[config.mk]
export PLATFORM = sky130hd
export DESIGN_NAME = div_unit
export DESIGN_NICKNAME = d
export VERILOG_FILES = /design/src/rtl/div_unit.sv
export SDC_FILE = /design/constraint.sdc
export NUM_CORES = 1
export LEC_CHECK = 0
export CORE_AREA = 3 3 212 214
export CTS_CLUSTER_SIZE = 28
export DETAILED_ROUTE_END_ITERATION = 8
export DIE_AREA = 0 0 215 217
export GPL_TIMING_DRIVEN = 0
export SYNTH_ARGS = -nofsm -noshare
export SYNTH_HDL_FRONTEND = slang
export SYNTH_SLANG_ARGS = --single-unit
[constraint.sdc]
create_clock -name i_clk -period 4.1 [get_ports i_clk]
set_input_delay 0.82 -clock i_clk [delete_from_list [all_inputs] [get_ports i_clk]]
set_output_delay 0.82 -clock i_clk [all_outputs]
set_load 0.005 [all_outputs]
[src/rtl/div_unit.sv]
// Iterative restoring divider for DIV/DIVU/REM/REMU with a busy/done handshake,
// pipeline kill and a one-entry result cache for back-to-back quotient/remainder pairs.
module div_unit #(
  parameter int unsigned XLEN     = 32,
  parameter int unsigned BPC      = 1,
  parameter bit          EN_CACHE = 1'b1
) (
  input  logic            i_clk,
  input  logic            i_rst,
  input  logic            i_start,
  input  logic            i_kill,
  input  logic [2:0]      i_f3,
  input  logic [XLEN-1:0] i_rs1,
  input  logic [XLEN-1:0] i_rs2,
  output logic            o_busy,
  output logic            o_done,
  output logic [XLEN-1:0] o_res
);

  localparam int unsigned STEPS = XLEN / BPC;
  localparam int unsigned CW    = $clog2(STEPS + 1);

  localparam logic [1:0] S_IDLE = 2'd0;
  localparam logic [1:0] S_DIV  = 2'd1;
  localparam logic [1:0] S_FIX  = 2'd2;
  localparam logic [1:0] S_DONE = 2'd3;

  localparam logic [XLEN-1:0] MOST_NEG = {1'b1, {(XLEN-1){1'b0}}};

  logic [1:0]      state, state_nxt;
  logic            busy_nxt, done_nxt;

  // Iteration datapath: dvd shifts the dividend out MSB-first and the quotient in LSB-first.
  logic [CW-1:0]   cnt;
  logic [XLEN-1:0] rem, dvd, dvs;
  logic [XLEN-1:0] rem_step, dvd_step;
  logic            neg_q, neg_r, want_rem;
  logic [XLEN-1:0] rs1_l, rs2_l;
  logic            uns_l;

  logic            c_vld;
  logic [XLEN-1:0] c_rs1, c_rs2, c_quo, c_rem;
  logic            c_uns;

  logic            is_signed, sgn1, sgn2;
  logic [XLEN-1:0] abs1, abs2;
  logic            div0, ovf, hit, fast, accept;
  logic [XLEN-1:0] fast_res;
  logic [XLEN-1:0] quo_fix, rem_fix;

  // Request decode and fast-path detection
  always_comb begin
    is_signed = ~i_f3[0];
    sgn1      = is_signed & i_rs1[XLEN-1];
    sgn2      = is_signed & i_rs2[XLEN-1];
    abs1      = sgn1 ? XLEN'(-i_rs1) : i_rs1;
    abs2      = sgn2 ? XLEN'(-i_rs2) : i_rs2;
    div0      = (i_rs2 == '0);
    ovf       = is_signed && (i_rs1 == MOST_NEG) && (i_rs2 == '1);
    hit       = EN_CACHE && c_vld && (i_rs1 == c_rs1) && (i_rs2 == c_rs2) &&
                (i_f3[0] == c_uns);
    fast      = div0 | ovf | hit;
    accept    = i_start && !i_kill && i_f3[2] && (state == S_IDLE);
    if (div0) begin
      fast_res = i_f3[1] ? i_rs1 : '1;
    end else if (ovf) begin
      fast_res = i_f3[1] ? '0 : MOST_NEG;
    end else begin
      fast_res = i_f3[1] ? c_rem : c_quo;
    end
  end

  // BPC restoring steps per cycle; the shifted partial remainder is XLEN+1 bits wide
  always_comb begin
    logic [XLEN-1:0] r;
    logic [XLEN-1:0] d;
    logic [XLEN:0]   r_sh;
    r = rem;
    d = dvd;
    for (int i = 0; i < int'(BPC); i++) begin
      r_sh = {r, d[XLEN-1]};
      d    = {d[XLEN-2:0], 1'b0};
      if (r_sh >= {1'b0, dvs}) begin
        r    = XLEN'(r_sh - {1'b0, dvs});
        d[0] = 1'b1;
      end else begin
        r    = r_sh[XLEN-1:0];
      end
    end
    rem_step = r;
    dvd_step = d;
  end

  // Sign correction of the unsigned result
  always_comb begin
    quo_fix = neg_q ? XLEN'(-dvd) : dvd;
    rem_fix = neg_r ? XLEN'(-rem) : rem;
  end

  always_ff @(posedge i_clk or negedge i_rst) begin
    if (!i_rst) begin
      state <= S_IDLE;
    end else begin
      state <= state_nxt;
    end
  end

  always_comb begin
    state_nxt = state;
    case (state)
      S_IDLE: if (accept) state_nxt = fast ? S_DONE : S_DIV;
      S_DIV:  if (cnt == CW'(STEPS - 1)) state_nxt = S_FIX;
      S_FIX:  state_nxt = S_DONE;
      S_DONE: state_nxt = S_IDLE;
      default: state_nxt = S_IDLE;
    endcase
    // A kill in the done cycle is too late; the result is already out.
    if (i_kill && (state == S_DIV || state == S_FIX)) state_nxt = S_IDLE;
    busy_nxt = (state_nxt != S_IDLE);
    done_nxt = (state_nxt == S_DONE);
  end

  always_ff @(posedge i_clk or negedge i_rst) begin
    if (!i_rst) begin
      o_busy   <= 1'b0;
      o_done   <= 1'b0;
      o_res    <= '0;
      cnt      <= '0;
      rem      <= '0;
      dvd      <= '0;
      dvs      <= '0;
      neg_q    <= 1'b0;
      neg_r    <= 1'b0;
      want_rem <= 1'b0;
      rs1_l    <= '0;
      rs2_l    <= '0;
      uns_l    <= 1'b0;
      c_vld    <= 1'b0;
      c_rs1    <= '0;
      c_rs2    <= '0;
      c_uns    <= 1'b0;
      c_quo    <= '0;
      c_rem    <= '0;
    end else begin
      o_busy <= busy_nxt;
      o_done <= done_nxt;
      case (state)
        S_IDLE: begin
          if (accept) begin
            cnt      <= '0;
            rem      <= '0;
            dvd      <= abs1;
            dvs      <= abs2;
            neg_q    <= sgn1 ^ sgn2;
            neg_r    <= sgn1;
            want_rem <= i_f3[1];
            rs1_l    <= i_rs1;
            rs2_l    <= i_rs2;
            uns_l    <= i_f3[0];
            if (fast) o_res <= fast_res;
          end
        end
        S_DIV: begin
          rem <= rem_step;
          dvd <= dvd_step;
          cnt <= cnt + CW'(1);
        end
        S_FIX: begin
          if (!i_kill) begin
            o_res <= want_rem ? rem_fix : quo_fix;
            c_vld <= EN_CACHE;
            c_rs1 <= rs1_l;
            c_rs2 <= rs2_l;
            c_uns <= uns_l;
            c_quo <= quo_fix;
            c_rem <= rem_fix;
          end
        end
        default: ;
      endcase
    end
  end

endmodule

==> impl_metrics.sql <==
INSERT INTO impl_metrics (metric_group, metric, value, unit) VALUES
('global_routing', 'antenna_violations_before_repair', '0', ''),
('timing', 'setup_slack', '0.0402', 'ns'),
('global_routing', 'grt-ovfl-total', '0', ''),
('pwr', 'internal-power', '0.00897', 'W'),
('setup_path', 'endpoint_kind', 'flip-flop', ''),
('pwr', 'powerDensity', '691', 'nW/µm²'),
('synthesis', 'yosys_most_used_dff', 'sky130_fd_sc_hd__dfrtp_1', ''),
('cts', 'clock_tree.root_cell', 'sky130_fd_sc_hd__clkbuf_16', ''),
('detailed_routing', 'detail_route.wirelength', '68600', 'µm'),
('floorplan', 'dieArea', '46700', 'µm²'),
('cells_and_area', 'syn_to_layout_area_delta', '15.1', '%'),
('timing', 'max_slew_margin', '33.4', '%'),
('synthesis', 'synth.cell_area', '19500', 'µm²'),
('synthesis', 'cells_after_synthesis', '2203', ''),
('timing', 'fmaxAchievable', '0.246', 'GHz'),
('cells_and_area', 'seqCellArea', '8380', 'µm²'),
('timing', 'worst_clock_skew', '0.0185', 'ns'),
('synthesis', 'yosysSeqAreaShare', '43.1', '%'),
('setup_path', 'worst-r2r-setup-slack', '0.27', 'ns'),
('detailed_routing', 'avgViaCountPerCell', '5.80', ''),
('placed_design', 'pre_cts_ws', '-0.947', 'ns'),
('timing', 'timing_hold_violations_final', '0', ''),
('placed_design', 'gp_routability_congestion', '0.929', ''),
('setup_path', 'worstReg2RegStart', 'dvd[4]$_DFFE_PN0P_', ''),
('detailed_routing', 'drt_initial_violations', '1526', ''),
('synthesis', 'synth_warnings', '0', ''),
('min_path', 'hp-class', 'in2async', ''),
('pwr', 'power.static_leakage', '10.2', 'nW'),
('pwr', 'clkPwrFrac', '23.3', '%'),
('pwr', 'switching_power', '0.00650', 'W'),
('global_routing', 'grt_pass1_wl', '103000', 'µm'),
('pwr', 'switching_share', '42.0', '%'),
('detailed_routing', 'drt_first_pass_iters', '5', ''),
('detailed_routing', 'detail_route.wl_per_cell', '23.4', 'µm'),
('floorplan', 'top_level_ports', '105', ''),
('run_status', 'outcome', 'finished clean', ''),
('synthesis', 'synth_enable_flop_cells', '0', ''),
('pwr', 'combinationalPowerShare', '43.6', '%'),
('timing', 'report.final.slew_viol_count', '0', ''),
('cells_and_area', 'fraction_of_final_layout_cells_sized_beyond_drive_strength_1', '8.26', '%'),
('setup_path', 'startpoint_types', 'input pin', ''),
('synthesis', 'ys_top_cells_by_area', 'sky130_fd_sc_hd__dfrtp_1 43%, sky130_fd_sc_hd__nand2_1 8.1%, sky130_fd_sc_hd__o21ai_0 6.6%', ''),
('pwr', 'pwr-share-seq', '33.1', '%'),
('timing', 'tightest_slew', '0.999', 'ns'),
('synthesis', 'yosysUniqueCellTypes', '64', ''),
('global_routing', 'vias_in_the_first_global_route', '16450', ''),
('pwr', 'vdd_drop_max', '0.340', 'mV'),
('setup_path', 'slowest_delay', '0.68', 'ns'),
('timing', 'layout_worst_path_cycle_share', '99.0', '%'),
('synthesis', 'ys_async_sr_fraction', '100', '%'),
('setup_path', 'worst_ep_arrival_time', '4.50', 'ns'),
('detailed_routing', 'antenna_violating_nets_post_route', '0', ''),
('timing', 'rsz0062_at_grt', 'false', ''),
('cells_and_area', 'fillerInstances', '4077', ''),
('floorplan', 'dieWidth', '215', 'µm'),
('setup_path', 'reg2reg_depth', '9', ''),
('cells_and_area', 'stdcell_area', '22400', 'µm²'),
('cells_and_area', 'mostFrequentLayoutCells', '422 x sky130_fd_sc_hd__nand2_1, 335 x sky130_fd_sc_hd__dfrtp_1, 256 x sky130_fd_sc_hd__o21ai_0, 138 x sky130_fd_sc_hd__a21oi_1, 132 x sky130_fd_sc_hd__clkbuf_1', ''),
('placed_design', 'dp.final_hpwl', '51400', 'µm'),
('placed_design', 'number_of_i_o_port_buffers', '71', ''),
('cells_and_area', 'mostFrequentLayoutCell', 'sky130_fd_sc_hd__nand2_1', ''),
('placed_design', 'dpl_cell_area', '21000', 'µm²'),
('synthesis', 'syn_area_per_cell', '8.84', 'µm²'),
('synthesis', 'postSynthRegisterBits', '335', ''),
('cts', 'cts_tree', 'done', ''),
('setup_path', 'worstReg2RegEnd', 'o_res[25]$_DFFE_PN0P_', ''),
('cts', 'cts-htree-levels', '2', ''),
('setup_path', 'cp_cell_sequence', 'dlygate4sd2_1 > or4_4 > or3_1 > or4_4 > or4_1 > clkbuf_2 > nand3_1 > nand3_1 > o31ai_1 > o21ai_0 > mux2_2', ''),
('setup_path', 'crit_slowest_cell', 'sky130_fd_sc_hd__or4_1', ''),
('cells_and_area', 'num_antenna_cells', '0', ''),
('floorplan', 'placement_rows', '76', '');
[layer usage]
metal / part of all wire, % / up-vias / GRT usage (%) / wire [µm]
met1: 44 / 8339 / 41.0 / 30400
li1: - / 7863 / - / -
met2: 45 / 688 / 45.3 / 30700
met5: 0 / - / 0 / 0
met4: 3.7 / 0 / 10.5 / 2530
met3: 7.2 / 117 / 4.65 / 4920
[cells in the mapped netlist (15+ instances only)]
| cell | count |
|---|---|
| sky130_fd_sc_hd__dfrtp_1 | 335 |
| sky130_fd_sc_hd__o21ai_0 | 258 |
| sky130_fd_sc_hd__mux2_2 | 85 |
| sky130_fd_sc_hd__xor2_1 | 104 |
| sky130_fd_sc_hd__o31ai_1 | 32 |
| sky130_fd_sc_hd__nor4_1 | 15 |
| sky130_fd_sc_hd__a21o_1 | 19 |
| sky130_fd_sc_hd__ha_1 | 41 |
| sky130_fd_sc_hd__a21oi_1 | 139 |
| sky130_fd_sc_hd__nor2_1 | 92 |
| sky130_fd_sc_hd__nand3_1 | 21 |
| sky130_fd_sc_hd__inv_1 | 74 |
| sky130_fd_sc_hd__or4_1 | 18 |
| sky130_fd_sc_hd__mux2i_1 | 66 |
| sky130_fd_sc_hd__a221oi_1 | 22 |
| sky130_fd_sc_hd__nand2_1 | 422 |
| sky130_fd_sc_hd__nand4_1 | 28 |
| sky130_fd_sc_hd__xnor2_1 | 101 |
| sky130_fd_sc_hd__nor3_1 | 23 |
| sky130_fd_sc_hd__or3_1 | 26 |
| sky130_fd_sc_hd__clkbuf_1 | 133 |
[registers in the layout, summed over array words and instances, names as in the netlist]
signal	flops
o_res	32
neg_r	1
c_quo	32
c_vld	1
c_rem	32
o_done	1
o_busy	1
dvs	32
dvd	32
rs1_l	32
c_rs1	32
neg_q	1
uns_l	1
state	2
rem	32
c_uns	1
c_rs2	32
cnt	6
rs2_l	31
want_rem	1
[cell type report]
cell class | count | area share [%]
multi-input cells | 1641 | 45.9
flip-flops and latches | 335 | 37.4
clock buffers | 57 | 5.44
repair buffers | 77 | 3.64
well taps | 585 | 3.27
plain buffers | 151 | 2.68
inverters | 75 | 1.26
clock inverters | 12 | 0.425
[worst max-delay path, delay by kind of cell]
| family | cells | cell delay, ns |
|---|---|---|
| AO/OA/AOI/OAI | 2 | 0.31 |
| buffers and inverters | 2 | 0.73 |
| multiplexers | 1 | 0.34 |
| AND/OR/NAND/NOR | 6 | 2.27 |
[cell families (layout without fill, tap and decap cells)]
group,Yosys count,count (layout),synth area share (%)
muxes,151,151,8.31
AOI/OAI and AO/OA,552,552,16.6
and+or+nand+nor,691,691,15.6
adders and majority gates,42,42,2.74
DFF,335,335,43.1
buffers and inverters,227,372,4.49
xor gates and xnor gates,205,205,9.22
[power groups by stage]
| stage | sequential (W) | combinational [W] | clock (W) |
|---|---|---|---|
| floorplan | 0.00486 | 0.00452 | 0 |
| global route | 0.00524 | 0.00746 | 0.00381 |
| CTS | 0.00510 | 0.00665 | 0.00366 |
| detailed placement | 0.00515 | 0.00659 | 0 |
| global placement | 0.00512 | 0.00648 | 0 |
| finish | 0.00512 | 0.00675 | 0.00360 |
[timing repair]
item / in CTS / in global routing
resized for setup: 16 / 18
buffers inserted: 3 / 0
pin swaps: 1 / 0
endpoints found under the setup margin: 58 / 38
[per-stage QoR]
step                      utilization [%]  hold WS [ns]  cells   TNS, ns  total power [W]
after floorplan                         -         0.427   2203         0          0.00939
after global routing                 52.0         0.193   2933         0           0.0165
after CTS                            51.9         0.179   2933         0           0.0154
after global placement               48.5         0.446   2859  -4277.02           0.0116
final                                52.0         0.173   2933         0           0.0155
after detailed placement             48.7         0.447   2862    -27.75           0.0117
[worst max-delay path by stage]
| stage | slack (ns) | from | end | cells after the start |
|---|---|---|---|---|
| finish | 0.04 | i_rs1[22] | o_res[31]$_DFFE_PN0P_ | 11 |
| global route | 0.01 | i_rs1[22] | o_res[25]$_DFFE_PN0P_ | 11 |
| detailed placement | -0.95 | i_rs2[7] | o_res[31]$_DFFE_PN0P_ | 12 |
| CTS | 0.05 | rem[25]$_DFFE_PN0P_ | rem[27]$_DFFE_PN0P_ | 11 |
| global placement | -12.76 | i_rst | o_res[13]$_DFFE_PN0P_ | 1 |
| floorplan | 0.18 | i_rs1[20] | o_res[13]$_DFFE_PN0P_ | 11 |
Power figures use the tool's default switching activity.
